==> src/rtl/lcd_text_buffer.sv <==
// 32-entry character store feeding the 16x2 LCD display engine: decodes a byte stream
// into characters and cursor moves. Optional macro LCD_TEXT_SCROLL_EN scrolls instead of wrapping.
module lcd_text_buffer #(
    parameter logic [7:0] FILL_CHAR = 8'h20
) (
    input  logic       iCLK,
    input  logic       iRST_N,
    input  logic [7:0] iWR_DATA,
    input  logic       iWR_VALID,
    output logic       oWR_READY,
    input  logic       iCLEAR,
    input  logic [4:0] iMSG_INDEX,
    output logic [7:0] oMSG_ASCII,
    output logic [4:0] oCURSOR,
    output logic       oBUSY
);

    typedef enum logic [1:0] {
        IDLE  = 2'd0,
`ifdef LCD_TEXT_SCROLL_EN
        CLEAR = 2'd1,
        SCROLL = 2'd2
`else
        CLEAR = 2'd1
`endif
    } state_t;

    logic [7:0] char_buf [32];
    state_t     state, next_state;
    logic [4:0] cursor, next_cursor;
    logic [4:0] cnt, next_cnt;
    logic       wr_en;
    logic [4:0] wr_addr;
    logic [7:0] wr_data;
    logic       hit_end;
`ifdef LCD_TEXT_SCROLL_EN
    logic       scroll_en;
`endif

    assign oWR_READY  = (state == IDLE) && !iCLEAR;
    assign oBUSY      = (state != IDLE);
    assign oCURSOR    = cursor;
    assign oMSG_ASCII = char_buf[iMSG_INDEX];

    always_ff @(posedge iCLK or negedge iRST_N) begin
        if (!iRST_N) begin
            state  <= IDLE;
            cursor <= 5'd0;
            cnt    <= 5'd0;
        end else begin
            state  <= next_state;
            cursor <= next_cursor;
            cnt    <= next_cnt;
        end
    end

    // The iCLEAR test ahead of the byte decode gives clear priority over a pending byte.
    always_comb begin
        next_state  = state;
        next_cursor = cursor;
        next_cnt    = cnt;
        wr_en       = 1'b0;
        wr_addr     = cursor;
        wr_data     = FILL_CHAR;
        hit_end     = 1'b0;
`ifdef LCD_TEXT_SCROLL_EN
        scroll_en   = 1'b0;
`endif
        case (state)
            IDLE: begin
                if (iCLEAR) begin
                    next_state = CLEAR;
                    next_cnt   = 5'd0;
                end else if (iWR_VALID) begin
                    if (iWR_DATA >= 8'h20 && iWR_DATA <= 8'h7E) begin
                        wr_en   = 1'b1;
                        wr_data = iWR_DATA;
                        if (cursor == 5'd31)
                            hit_end = 1'b1;
                        else
                            next_cursor = cursor + 5'd1;
                    end else begin
                        case (iWR_DATA)
                            8'h0A: begin
                                if (!cursor[4])
                                    next_cursor = 5'd16;
                                else
                                    hit_end = 1'b1;
                            end
                            8'h08: begin
                                if (cursor != 5'd0) begin
                                    next_cursor = cursor - 5'd1;
                                    wr_en       = 1'b1;
                                    wr_addr     = cursor - 5'd1;
                                end
                            end
                            8'h0C: begin
                                next_state = CLEAR;
                                next_cnt   = 5'd0;
                            end
                            default: ;
                        endcase
                    end
                end
            end
            CLEAR: begin
                wr_en   = 1'b1;
                wr_addr = cnt;
                if (cnt == 5'd31) begin
                    next_state  = IDLE;
                    next_cursor = 5'd0;
                    next_cnt    = 5'd0;
                end else begin
                    next_cnt = cnt + 5'd1;
                end
            end
`ifdef LCD_TEXT_SCROLL_EN
            SCROLL: begin
                scroll_en = 1'b1;
                if (cnt == 5'd15) begin
                    next_state  = IDLE;
                    next_cursor = 5'd16;
                    next_cnt    = 5'd0;
                end else begin
                    next_cnt = cnt + 5'd1;
                end
            end
`endif
            default: next_state = IDLE;
        endcase

        // A printable byte at the last cell is still stored before the wrap/scroll takes effect.
        if (hit_end) begin
`ifdef LCD_TEXT_SCROLL_EN
            next_state = SCROLL;
            next_cnt   = 5'd0;
`else
            next_cursor = 5'd0;
`endif
        end
    end

    always_ff @(posedge iCLK or negedge iRST_N) begin
        if (!iRST_N) begin
            for (int i = 0; i < 32; i++)
                char_buf[i] <= FILL_CHAR;
`ifdef LCD_TEXT_SCROLL_EN
        end else if (scroll_en) begin
            char_buf[{1'b0, cnt[3:0]}] <= char_buf[{1'b1, cnt[3:0]}];
            char_buf[{1'b1, cnt[3:0]}] <= FILL_CHAR;
`endif
        end else if (wr_en) begin
            char_buf[wr_addr] <= wr_data;
        end
    end

endmodule

==> config.mk <==
export PLATFORM = sky130hd
export DESIGN_NAME = lcd_text_buffer
export DESIGN_NICKNAME = d
export VERILOG_FILES = /design/src/rtl/lcd_text_buffer.sv
export SDC_FILE = /design/constraint.sdc
export NUM_CORES = 1
export LEC_CHECK = 0
export ABC_AREA = 1
export CAP_MARGIN = 25
export CORE_ASPECT_RATIO = 1.5
export CORE_MARGIN = 4
export CORE_UTILIZATION = 55
export CTS_BUF_LIST = sky130_fd_sc_hd__clkbuf_4 sky130_fd_sc_hd__clkbuf_8 sky130_fd_sc_hd__clkbuf_16
export DETAILED_ROUTE_END_ITERATION = 12
export GPL_TIMING_DRIVEN = 0
export MAX_ROUTING_LAYER = met4
export PLACE_DENSITY = 0.79
export SYNTH_ARGS = -nofsm -noshare
export SYNTH_HDL_FRONTEND = slang
export SYNTH_SLANG_ARGS = --single-unit
==> constraint.sdc <==
create_clock -name iCLK -period 2.1 [get_ports iCLK]
set_input_delay 0.42 -clock iCLK [delete_from_list [all_inputs] [get_ports iCLK]]
set_output_delay 0.42 -clock iCLK [all_outputs]
set_load 0.01 [all_outputs]
==> results of run 1 <==
==> logic make-up after synthesis <==
family / Yosys count / share of synthesized area (%)
xor+xnor: 1 / 0.0655
simple gates: 986 / 31.0
compound gates: 293 / 13.3
flops: 267 / 50.2
buf+inv: 163 / 4.99
fa+ha+maj: 5 / 0.468
==> routing by layer <==
metal / GRT usage [%] / GRT overflow
met5: - / -
met4: 66.6 / 3
met2: 86.6 / 2
met3: 48.0 / 0
met1: 70.6 / 0
==> Yosys cell counts <==
| cell | count |
|---|---|
| a21oi_4 | 1 |
| nor2_4 | 10 |
| xor2_1 | 1 |
| o211ai_1 | 7 |
| nand3_1 | 255 |
| nor2_2 | 5 |
| buf_2 | 39 |
| o41ai_1 | 1 |
| buf_4 | 2 |
| inv_2 | 5 |
| clkinv_1 | 3 |
| nor2_1 | 154 |
| nand4_1 | 4 |
| dfstp_2 | 32 |
| a21oi_2 | 2 |
| o32ai_1 | 1 |
| ha_1 | 5 |
| a22o_1 | 1 |
| dfrtp_1 | 235 |
| o22ai_1 | 14 |
| nand2_2 | 2 |
| a31oi_1 | 9 |
| inv_1 | 29 |
| clkbuf_1 | 78 |
| nand2_1 | 548 |
| or2_2 | 3 |
| o21ai_0 | 150 |
| o31ai_1 | 1 |
| a22oi_1 | 1 |
| buf_1 | 7 |
| a21oi_1 | 36 |
| nand3_2 | 1 |
| o221ai_1 | 44 |
| a21boi_1 | 6 |
| a21boi_0 | 19 |
| nor3_1 | 4 |
==> timing repair <==
action,4_1_cts
endpoints found under the setup margin,270
hold endpoints to repair,31
pin swaps,132
gates resized for setup,649
hold buffers,1
setup buffers,74
gates cloned,15
==> stage by stage <==
step | instance area [µm²] | hold slack [ns] | TNS, ns
after floorplan | 13400 | 0.124 | -0.0199
after global placement | 14100 | 0.448 | -3019.27
after detailed placement | 14200 | 0.294 | -283.63
after CTS | 18200 | 0.327 | -16.81
==> qor.csv, run 1 <==
metric,value,unit
status,did not finish,
haltStage,global routing (5_1_grt),
error,[ERROR GRT-0232] Routing congestion too high. Check the congestion heatmap in the GUI.,
worstEndpointGrtRepair,oMSG_ASCII[5],
io_buffers,28,
syn_area,13400,µm²
dp_slack,-2.03,ns
grt_max_degree,123,
start_util,56.1,%
io_pins,32,
clockBufferDepth,3,
yosys_warnings,0,
clockRootBuffer,clkbuf_16,
yosysTopAreaCell,dfrtp_1,
fp.dieH,199,µm
yosysTopAreaCellShare,44.0,%
synthDistinctLibCells,36,
endpoint_type,output port,
grt_use_total,69.9,%
std_cell_rows,69,
cts.sinks,267,
gp_congestion,1.07,
grt_overflow,5,
cts_made_buffers,27,
die_w,135,µm
syn-num-nets,1737,
ys_seq_elements,267,
synth_area_leaders,"dfrtp_1 (44%), nand2_1 (15%), nand3_1 (9.5%)",
avgSynthCellArea,7.80,µm²
placed_cells,2064,
hpwl,35900,µm
synth_cells,1715,
ys_seq_area_share,50.2,%
h-tree-depth,1,
==> run 2, diff against run 1 <==
Settings changed: CORE_ASPECT_RATIO 1.5 to not set, CORE_UTILIZATION 55 to 40, CTS_BUF_LIST sky130_fd_sc_hd__clkbuf_4 sky130_fd_sc_hd__clkbuf_8 sky130_fd_sc_hd__clkbuf_16 to not set, MAX_ROUTING_LAYER met4 to not set, PLACE_DENSITY 0.79 to not set, PLACE_DENSITY_LB_ADDON set to 0.15.
Clock period 2.1 ns to 2.73 ns, I/O delays scaled along.
==> run 2 against run 1 <==
The flow now finishes, with violations (negative hold slack). Synthesized cell count did not move. Area after synthesis unchanged.
==> qor.csv, run 2 <==
metric,value,unit,change
grt_use_total,29.8,%,
final_common_cell,nand2_1,,
vias,13300,,
setup_viol,0,,
p_sw,5.08,mW,
peakVddDrop,0.488,mV,
yosys_warnings,0,,unchanged
hold_ws,-0.0440,ns,
drive_gt1_share,18.4,%,
fin_total_pwr,13.6,mW,
skew,0.0144,ns,
synth_cells,1715,,unchanged
drtIter0Drc,1592,,
cts_tree,built,,
fp.dieH,191,µm,was 199 µm
first_pass_iters,6,,
arrival,2.17,ns,
hold_path.class,input port to asynchronous set/reset pin,,
largest_register_ffs,256,,
wl,55400,µm,
core-area,32800,µm²,
grt_max_degree,105,,
areaGrowthSynthToFinish,22.6,%,
syn-num-nets,1737,,unchanged
violations,negative hold slack,,
avgSynthCellArea,7.80,µm²,unchanged
timing.rr.end,char_buf[19],,
syn_area,13400,µm²,unchanged
rsz0062_at_grt,yes,,
critPathKind,input port to primary output,,
clockRootBuffer,clkbuf_16,,unchanged
yosys-top-cells-count,"nand2_1 (548), nand3_1 (255), dfrtp_1 (235)",,unchanged
clock_latency,0.56,ns,
antenna_left,0,,
layout_common_cells,"nand2_1 (520), nand3_1 (248), dfrtp_1 (233), nor2_1 (152), o21ai_0 (140)",,
pwr-share-clk,32.5,%,
cap_violations,0,,
h-tree-depth,1,,unchanged
regMostFlops,char_buf,,
power_density,828,nW/µm²,
p_int,8.50,mW,
drc,0,,
die_area,36400,µm²,
first_global_vias,13000,,
antenna_found_initial,0,,
cts.sinks,267,,unchanged
worstMarginPinSlew,0.714,ns,
ys_seq_area_share,50.2,%,unchanged
synthDistinctLibCells,36,,unchanged
setup.worst_path.end_class,primary output,,
finalCritPeriodShare,99.4,%,
grt_overflow,0,,
final_util,50.0,%,
cts_made_buffers,31,,was 27
clk_pin_slew,0.06,ns,
regToRegSetupSlack,0.20,ns,
pwr-share-seq,35.4,%,
swShare,37.4,%,
combPwrFrac,32.1,%,
yosysMostFrequentCell,nand2_1,,unchanged
diodes,0,,
worst_r2r_path_depth,14,,
ys_seq_elements,267,,unchanged
final.min_clock_period,2.71,ns,
status,finished with violations,,was did not finish
io_pins,32,,unchanged
routed_via_density,5.85,,
layout.nets,1834,,
gp_congestion,0.964,,was 1.07
crit_fanout,10,,
total_leakage_power,8.15,nW,
yosysTopAreaCell,dfrtp_1,,unchanged
grt_first_pass_wirelength,82200,µm,
synth-edff-count,0,,unchanged
start_util,40.8,%,was 56.1%
synthFlopType,dfrtp_1,,unchanged
clockBufferDepth,3,,unchanged
hpwl,36500,µm,was 35900 µm
max_freq,369,MHz,
io_buffers,28,,unchanged
slew_headroom,52.4,%,
hold_viol_final,23,,
wl_per_cell,24.3,µm,
start_kind,input port,,
required,2.18,ns,
synth_area_leaders,"dfrtp_1 (44%), nand2_1 (15%), nand3_1 (9.5%)",,unchanged
critPathLaunch,iMSG_INDEX[1],,
timing.rr.start,oCURSOR[1],,
endpoint,oMSG_ASCII[7],,
synthArstFlopShare,100,%,unchanged
die_w,191,µm,was 135 µm
yosysTopAreaCellShare,44.0,%,unchanged
std_cell_rows,66,,was 69
maxSlewViolCount,0,,
## run 2: cell counts after synthesis
Identical to the previous run, type by type.
## run 2: critical path, cell delays in order
cell      delay [ns]
buf_2           0.16
inv_4           0.11
buf_4           0.12
buf_6           0.17
o21ai_0         0.12
o211ai_1        0.32
a31oi_1         0.16
a22oi_2         0.26
buf_2           0.18
## run 2: stage by stage
| step | cells | setup TNS (ns) | setup WS (ns) | cell area (µm²) |
|---|---|---|---|---|
| 6_report | 2278 | 0 | 0.0164 | 16400 |
| 4_1_cts | 2253 | -0.124 | -0.0822 | 16000 |
| 3_3_place_gp | 2185 | -2976.21 | -10.95 | 14200 |
| 2_1_floorplan | 1715 | 0 | 0.194 | 13400 |
| 5_1_grt | 2278 | -0.0516 | -0.0166 | 16400 |
| 3_5_place_dp | 2188 | -176.10 | -1.56 | 14300 |
## run 2: worst min path at each step
stage	startpoint	endpoint	slack, ns
5_1_grt	iRST_N	char_buf[70]	0.03
3_5_place_dp	char_buf[45]	char_buf[45]	0.45
3_3_place_gp	char_buf[40]	char_buf[40]	0.45
4_1_cts	iRST_N	char_buf[68]	0.003
2_1_floorplan	iRST_N	char_buf[0]	0.25
6_report	iRST_N	char_buf[75]	-0.04
## run 2: timing repair
item	4_1_cts	5_1_grt
endpoints found under the setup margin	245	252
pin swaps	21	26
gates cloned	0	2
buffers inserted	8	23
hold buffers	0	0
resized for setup	211	105
## run 2: power groups by stage
| stage | Combinational, mW | Sequential [mW] | Clock (mW) |
|---|---|---|---|
| finish | 4.36 | 4.80 | 4.41 |
| global route | 4.59 | 4.85 | 4.60 |
| CTS | 3.80 | 4.80 | 4.44 |
| detailed placement | 3.56 | 4.86 | 0 |
| global placement | 3.50 | 4.86 | 0 |
| floorplan | 2.09 | 4.78 | 0 |
## run 2: cells by family (layout without fill, tap and decap cells)
family	count (synthesis)	count (layout)	synth area share (%)
fa+ha+maj	5	5	0.468
xor+xnor	1	1	0.0655
flops	267	267	50.2
compound gates	293	293	13.3
simple gates	986	986	31.0
buf+inv	163	284	4.99
## run 2: metal layers
layer	share of wire, %	wire length [µm]	up-vias	global-route usage (%)
li1	-	-	5955	-
met1	41	22500	6448	40.8
met2	45	24700	755	46.3
met3	9.8	5420	167	6.21
met4	5.0	2770	0	11.9
met5	0	0	-	0
## run 2: area by class of cell
type / instances / area, µm²
fill: 3225 / 16400
sequential: 267 / 6720
multi-input combinational: 1285 / 6290
buffer: 126 / 965
clock buffer: 44 / 905
timing repair buffer: 64 / 643
tap: 442 / 553
clock inverter: 13 / 171
inverter: 37 / 151
Note: power is estimated with default switching activity, not from simulation.
==> run 3, diff against run 2 <==
Settings changed: ABC_AREA 1 to not set, CORE_MARGIN 4 to not set.
Clock period 2.73 ns to 2.3 ns, I/O delays scaled along.
==> run 3 against run 2 <==
The run ends with negative setup slack left. Clock skew down 0.0047 ns. Die area shrank 8.7%. Hold slack gained 0.50 ns. Non-clock buffer count is 18 lower. Final cell count is 37% lower. Register-to-register slack got worse by 0.81 ns. Flip-flop and latch count is the same. Combinational power up 14%. Synthesized cell count is 52% lower. Via count shrank 42%. Total power rose by 15%. Critical endpoint is now oMSG_ASCII[0]. Largest power group unchanged.
==> qor.csv, run 3 <==
metric,value,unit,change
regToRegSetupSlack,-0.61,ns,was 0.20 ns
yosysTopAreaCellShare,45.2,%,was 44.0%
yosys-top-cells-count,"dfrtp_1 (235), mux2_2 (204), mux4_2 (80)",,"was nand2_1 (548), nand3_1 (255), dfrtp_1 (235)"
syn-num-nets,846,,was 1737
layout_common_cells,"dfrtp_1 (232), mux2_4 (225), mux4_2 (80), buf_4 (46)",,"was nand2_1 (520), nand3_1 (248), dfrtp_1 (233), nor2_1 (152), o21ai_0 (140)"
cts.sinks,267,,unchanged
grt_overflow,0,,unchanged
gp_congestion,0.802,,was 0.964
synth_cells,824,,was 1715
drive_gt1_share,58.9,%,was 18.4%
synth-edff-count,0,,unchanged
wl,34000,µm,was 55400 µm
regMostFlops,char_buf,,unchanged
hold_ws,0.457,ns,was -0.0440 ns
cts_tree,built,,unchanged
maxSlewViolCount,0,,unchanged
io_pins,32,,unchanged
grt_first_pass_wirelength,52600,µm,was 82200 µm
grt_most_used_layer,met2,,unchanged
critPathMaxStageDelay,0.56,ns,was 0.32 ns
fp.dieH,182,µm,was 191 µm
largest_register_ffs,256,,unchanged
clk_pin_slew,0.06,ns,about the same
finalInstanceArea,17200,µm²,was 16400 µm²
grtUsageMet3,2.87,%,was 6.21%
use_met2,33.2,%,was 46.3%
first_global_vias,8280,,was 13.0k
diodes,0,,unchanged
power_density,908,nW/µm²,was 828 nW/µm²
total_leakage_power,7.78,nW,was 8.15 nW
drc,0,,unchanged
peakVddDrop,0.747,mV,was 0.488 mV
hpwl,22000,µm,was 36500 µm
seq_area,6730,µm²,was 6720 µm²
drtIter0Drc,402,,was 1592
routed_via_density,5.37,,was 5.85
wl_per_cell,23.7,µm,was 24.3 µm
synthArstFlopShare,100,%,unchanged
antenna_found_initial,0,,unchanged
multiInputGateArea,6950,µm²,was 6290 µm²
final_common_cell,dfrtp_1,,was nand2_1
grt_use_total,21.0,%,was 29.8%
first_pass_iters,5,,was 6
clockBufferDepth,3,,unchanged
arrival,2.46,ns,was 2.17 ns
worst_slack,-0.618,ns,was 0.0164 ns
layout.nets,996,,was 1834
yosysMostFrequentCell,dfrtp_1,,was nand2_1
placed_cells,1288,,was 2188
skew,0.00964,ns,was 0.0144 ns
setup_viol,265,,was 0
core-area,31800,µm²,was 32800 µm²
crit_fanout,2,,was 10
required,1.84,ns,was 2.18 ns
rsz0062_at_grt,yes,,unchanged
h-tree-depth,1,,unchanged
yosys_warnings,0,,unchanged
tns,-126.48,ns,was 0 ns
grt_use_met1,30.7,%,was 40.8%
crit_slowest_cell,mux4_2,,was o211ai_1
critPathKind,flip-flop to primary output,,was input port to primary output
max_freq,343,MHz,
worst_r2r_path_depth,11,,was 14
finalCritPeriodShare,127,%,
violations,negative setup slack,,was negative hold slack
hold_path.class,input port to asynchronous set/reset pin,,unchanged
ys_seq_area_share,51.6,%,was 50.2%
syn_area,13000,µm²,was 13400 µm²
synth_area_leaders,"dfrtp_1 (45%), mux2_2 (18%), mux4_2 (14%)",,"was dfrtp_1 (44%), nand2_1 (15%), nand3_1 (9.5%)"
layout.cells.non_filler,1433,,was 2278
die_area,33300,µm²,was 36400 µm²
hold_viol_final,0,,was 23
avgSynthCellArea,15.8,µm²,was 7.80 µm²
nFillCells,2549,,was 3225
grt_max_degree,104,,was 105
yosysTopAreaCell,dfrtp_1,,unchanged
setup.worst_path.end_class,primary output,,unchanged
placed_cell_area,14800,µm²,was 14300 µm²
cts_made_buffers,31,,unchanged
status,finished with violations,,unchanged
clockRootBuffer,clkbuf_16,,unchanged
die_w,182,µm,was 191 µm
ys_seq_elements,267,,unchanged
clock_latency,0.56,ns,about the same
final.min_clock_period,2.92,ns,
worstMarginPinSlew,1.04,ns,was 0.714 ns
std_cell_rows,65,,was 66
io_buffers,26,,was 28
path_cells,mux4_2 -> mux4_2 -> mux2_4 -> buf_6,,was buf_2 -> inv_4 -> buf_4 -> buf_6 -> o21ai_0 -> o211ai_1 -> a31oi_1 -> a22oi_2 -> buf_2
synthFlopType,dfrtp_1,,unchanged
path_common_cell,mux4_2,,was buf_2
synthDistinctLibCells,60,,was 36
start_util,40.9,%,was 40.8%
start_kind,flip-flop,,was input port
cap_violations,0,,unchanged
vias,7694,,was 13.3k
antenna_left,0,,unchanged
slew_headroom,30.0,%,was 52.4%
areaGrowthSynthToFinish,32.1,%,was 22.6%
run 3: cell count changes after synthesis, sizes merged, moves of 33 or more:
| cell | delta |
|---|---|
| nand2 | -533 |
| mux2 | +233 |
| nor2 | -163 |
| clkbuf | -45 |
| mux4 | +80 |
| o21ai | -136 |
| a21oi | -33 |
| o221ai | -43 |
| nand3 | -251 |
run 3: final timing paths:
kind                                     from       endpoint
worst max-delay path            char_buf[224]  oMSG_ASCII[0]
worst min-delay path                   iRST_N   char_buf[23]
worst max register to register     oCURSOR[1]  char_buf[234]
worst min register to register   char_buf[87]   char_buf[87]
max in group asynchronous              iRST_N  char_buf[165]
min in group iCLK                char_buf[87]   char_buf[87]
run 3: logic make-up after synthesis:
group,count (synthesis),synth area share [%]
flops,267,51.6
buf+inv,58,2.19
mux,314,34.9
compound gates,46,2.62
fa+ha+maj,5,0.481
xor+xnor,3,0.202
simple gates,131,7.95
run 3: area by class of cell:
| cell class | count | area share (%) |
|---|---|---|
| multi-input combinational | 499 | 40.4 |
| sequential | 267 | 39.1 |
| timing repair buffer | 123 | 8.66 |
| clock buffer | 46 | 5.42 |
| tap | 435 | 3.17 |
| buffer | 49 | 2.31 |
| clock inverter | 11 | 0.815 |
| inverter | 3 | 0.0655 |
run 3: timing repair:
item | in CTS | in global routing
cloned | 2 | 0
pin swaps | 38 | 28
endpoints found under the hold margin | 58 | 0
buffers inserted | 73 | 23
setup endpoints to repair | 265 | 269
hold buffers | 1 | 0
resized for setup | 118 | 22
run 3: power breakdown:
part / switching, mW / internal, mW
Sequential: 0.273 / 5.26
Clock: 2.00 / 3.12
Combinational: 2.44 / 2.51
Total: 4.72 / 10.9
run 3: per-stage QoR:
step	total power, mW	util, %	setup WS [ns]
after floorplan	8.24	-	-0.585
after global placement	9.14	46.2	-12.15
after detailed placement	9.18	46.4	-1.56
after CTS	15.6	53.5	-0.646
after global routing	16.2	54.1	-0.677
final	15.6	54.1	-0.618
run 3: layer usage:
| metal | part of all wire, % | wire, µm |
|---|---|---|
| met2 | 48 | 16300 |
| met1 | 46 | 15700 |
| met4 | 2.4 | 822 |
| met5 | 0 | 0 |
| met3 | 3.5 | 1190 |
run 3: worst max-delay path, delay by kind of cell (launching register included):
family	cells	cell delay [ns]
buffers and inverters	1	0.12
flip-flops	1	0.38
multiplexers	3	1.40
==> run 4, diff against run 3 <==
Settings changed: CORE_MARGIN set to 4.
==> run 4 against run 3 <==
The run still ends with negative setup slack left. Via count down 0.87%. Routed wire length down 1.1%. First-iteration DRC count up 3.0%. Fmax up 0.50%. Largest cell class unchanged.
==> qor.csv, run 4 (same netlist as run 3, synthesis figures left out) <==
metric,value,unit,change
h-tree-depth,1,,unchanged
hpwl,21700,µm,was 22000 µm
status,finished with violations,,unchanged
critPathKind,flip-flop to primary output,,unchanged
peakVddDrop,0.600,mV,was 0.747 mV
pwr-share-seq,37.4,%,was 35.4%
layout.cells.non_filler,1416,,was 1433
hold_viol_final,0,,unchanged
timing.rr.end,char_buf[201],,was char_buf[234]
critPathMaxStageDelay,0.57,ns,was 0.56 ns
grt_max_degree,111,,was 104
path_common_cell,mux4_2,,unchanged
crit_family,multiplexers,,unchanged
std_cell_rows,65,,unchanged
total_leakage_power,7.60,nW,was 7.78 nW
fin_total_pwr,14.8,mW,was 15.6 mW
io_buffers,26,,unchanged
cp_num_buf_inv,1,,unchanged
combPwrFrac,33.1,%,was 31.7%
vias,7627,,was 7694
die_area,35500,µm²,was 33300 µm²
die_w,188,µm,was 182 µm
pwr-share-clk,29.5,%,was 32.8%
worstMarginPinSlew,1.07,ns,was 1.04 ns
arrival,2.44,ns,was 2.46 ns
clock_latency,0.56,ns,about the same
required,1.84,ns,about the same
clockRootBuffer,clkbuf_16,,unchanged
core-area,31800,µm²,unchanged
gp_congestion,0.798,,was 0.802
cap_violations,0,,unchanged
fp.dieH,188,µm,was 182 µm
power_density,873,nW/µm²,was 908 nW/µm²
grt_overflow,0,,unchanged
swShare,31.0,%,was 30.2%
crit_fanout,2,,unchanged
slew_headroom,28.4,%,was 30.0%
setup_viol,265,,unchanged
drc,0,,unchanged
final_util,53.2,%,was 54.1%
start_kind,flip-flop,,unchanged
path_cells,mux4_2 -> mux4_2 -> mux2_4 -> buf_6,,unchanged
clk_pin_slew,0.06,ns,about the same
p_int,10.2,mW,was 10.9 mW
layout.nets,981,,was 996
finalCritPeriodShare,126,%,was 127%
regToRegSetupSlack,-0.55,ns,was -0.61 ns
tns,-121.16,ns,was -126.48 ns
diodes,0,,unchanged
cts_tree,built,,unchanged
clockBufferDepth,3,,unchanged
first_global_vias,8163,,was 8280
setup.worst_path.end_class,primary output,,unchanged
timing.rr.start,oCURSOR[1],,unchanged
areaGrowthSynthToFinish,29.9,%,was 32.1%
largest_register_ffs,256,,unchanged
dp_slack,-1.58,ns,was -1.56 ns
maxSlewViolCount,0,,unchanged
max_freq,344,MHz,was 343 MHz
drtIter0Drc,414,,was 402
worst_r2r_path_depth,11,,unchanged
violations,negative setup slack,,unchanged
final.min_clock_period,2.90,ns,was 2.92 ns
io_pins,32,,unchanged
cts_made_buffers,29,,was 31
hold_path.class,input port to asynchronous set/reset pin,,unchanged
wl_per_cell,23.7,µm,about the same
start_util,40.9,%,unchanged
skew,0.00980,ns,was 0.00964 ns
routed_via_density,5.39,,was 5.37
layout_common_cells,"dfrtp_1 (233), mux2_4 (224), mux4_2 (80), clkbuf_1 (37), buf_4 (35)",,"was dfrtp_1 (232), mux2_4 (225), mux4_2 (80), buf_4 (46)"
first_pass_iters,5,,unchanged
p_sw,4.58,mW,was 4.72 mW
worst_slack,-0.603,ns,was -0.618 ns
cts.sinks,267,,unchanged
grt_first_pass_wirelength,52300,µm,was 52600 µm
placed_cells,1288,,unchanged
wl,33600,µm,was 34000 µm
drive_gt1_share,57.5,%,was 58.9%
antenna_left,0,,unchanged
grt_use_total,19.0,%,was 21.0%
regMostFlops,char_buf,,unchanged
final_common_cell,dfrtp_1,,unchanged
crit_slowest_cell,mux4_2,,unchanged
rsz0062_at_grt,yes,,unchanged
antenna_found_initial,0,,unchanged
run 4: timing repair:
item                                    in CTS  in global routing
hold buffers                                 1                  0
endpoints found under the setup margin     265                267
setup buffers                               67                 19
gates cloned                                 2                  0
pin swaps                                   33                 36
gates resized for setup                    100                 45
hold endpoints to repair                    51                  0
run 4: final cells by class:
| cell class | count | area, µm² |
|---|---|---|
| plain buffers | 48 | 395 |
| inverters | 3 | 11.3 |
| flip-flops and latches | 267 | 6720 |
| multi-input cells | 499 | 6980 |
| fillers | 2619 | 14900 |
| repair buffers | 111 | 1390 |
| clock inverters | 6 | 33.8 |
| well taps | 435 | 544 |
| clock buffers | 47 | 833 |
run 4: routing by layer:
layer,vias up,part of all wire [%],track usage [%],routed length (µm)
met5,-,0,0,0
met4,0,2.6,4.93,865
met3,43,4.3,2.61,1450
met2,149,46,29.6,15600
met1,4053,47,28.4,15700
li1,3382,-,-,-
run 4: worst max-delay path by stage:
stage	from	end	slack, ns	cells past startpoint
2_1_floorplan	oCURSOR[0]	char_buf[80]	-0.59	10
3_3_place_gp	iRST_N	oCURSOR[0]	-12.13	1
3_5_place_dp	iWR_DATA[5]	char_buf[166]	-1.58	7
4_1_cts	oCURSOR[1]	char_buf[201]	-0.70	10
5_1_grt	oCURSOR[1]	char_buf[203]	-0.65	11
6_report	char_buf[2]	oMSG_ASCII[2]	-0.60	4
run 4: power by group through the flow:
stage	combinational [mW]	sequential [mW]	clock (mW)
after detailed placement	3.58	5.59	0
final	4.89	5.52	4.35
after floorplan	2.72	5.52	0
after global routing	5.14	5.58	4.67
after CTS	4.70	5.51	4.46
after global placement	3.53	5.61	0
run 4: through the flow:
stage	area, µm²	hold WS (ns)
after floorplan	13900	0.164
after global placement	14700	0.469
after detailed placement	14800	0.443
after CTS	16700	0.449
after global routing	16900	0.485
final	16900	0.443
run 4: worst register-to-register path: stages, from the launching register on:
cell,delay (ns)
dfrtp_2,0.41
inv_2,0.08
ha_4,0.12
or4b_4,0.47
buf_6,0.14
and3_4,0.20
a32oi_4,0.29
nand2_4,0.16
buf_12,0.17
nor3_4,0.22
buf_6,0.17
mux2_4,0.30
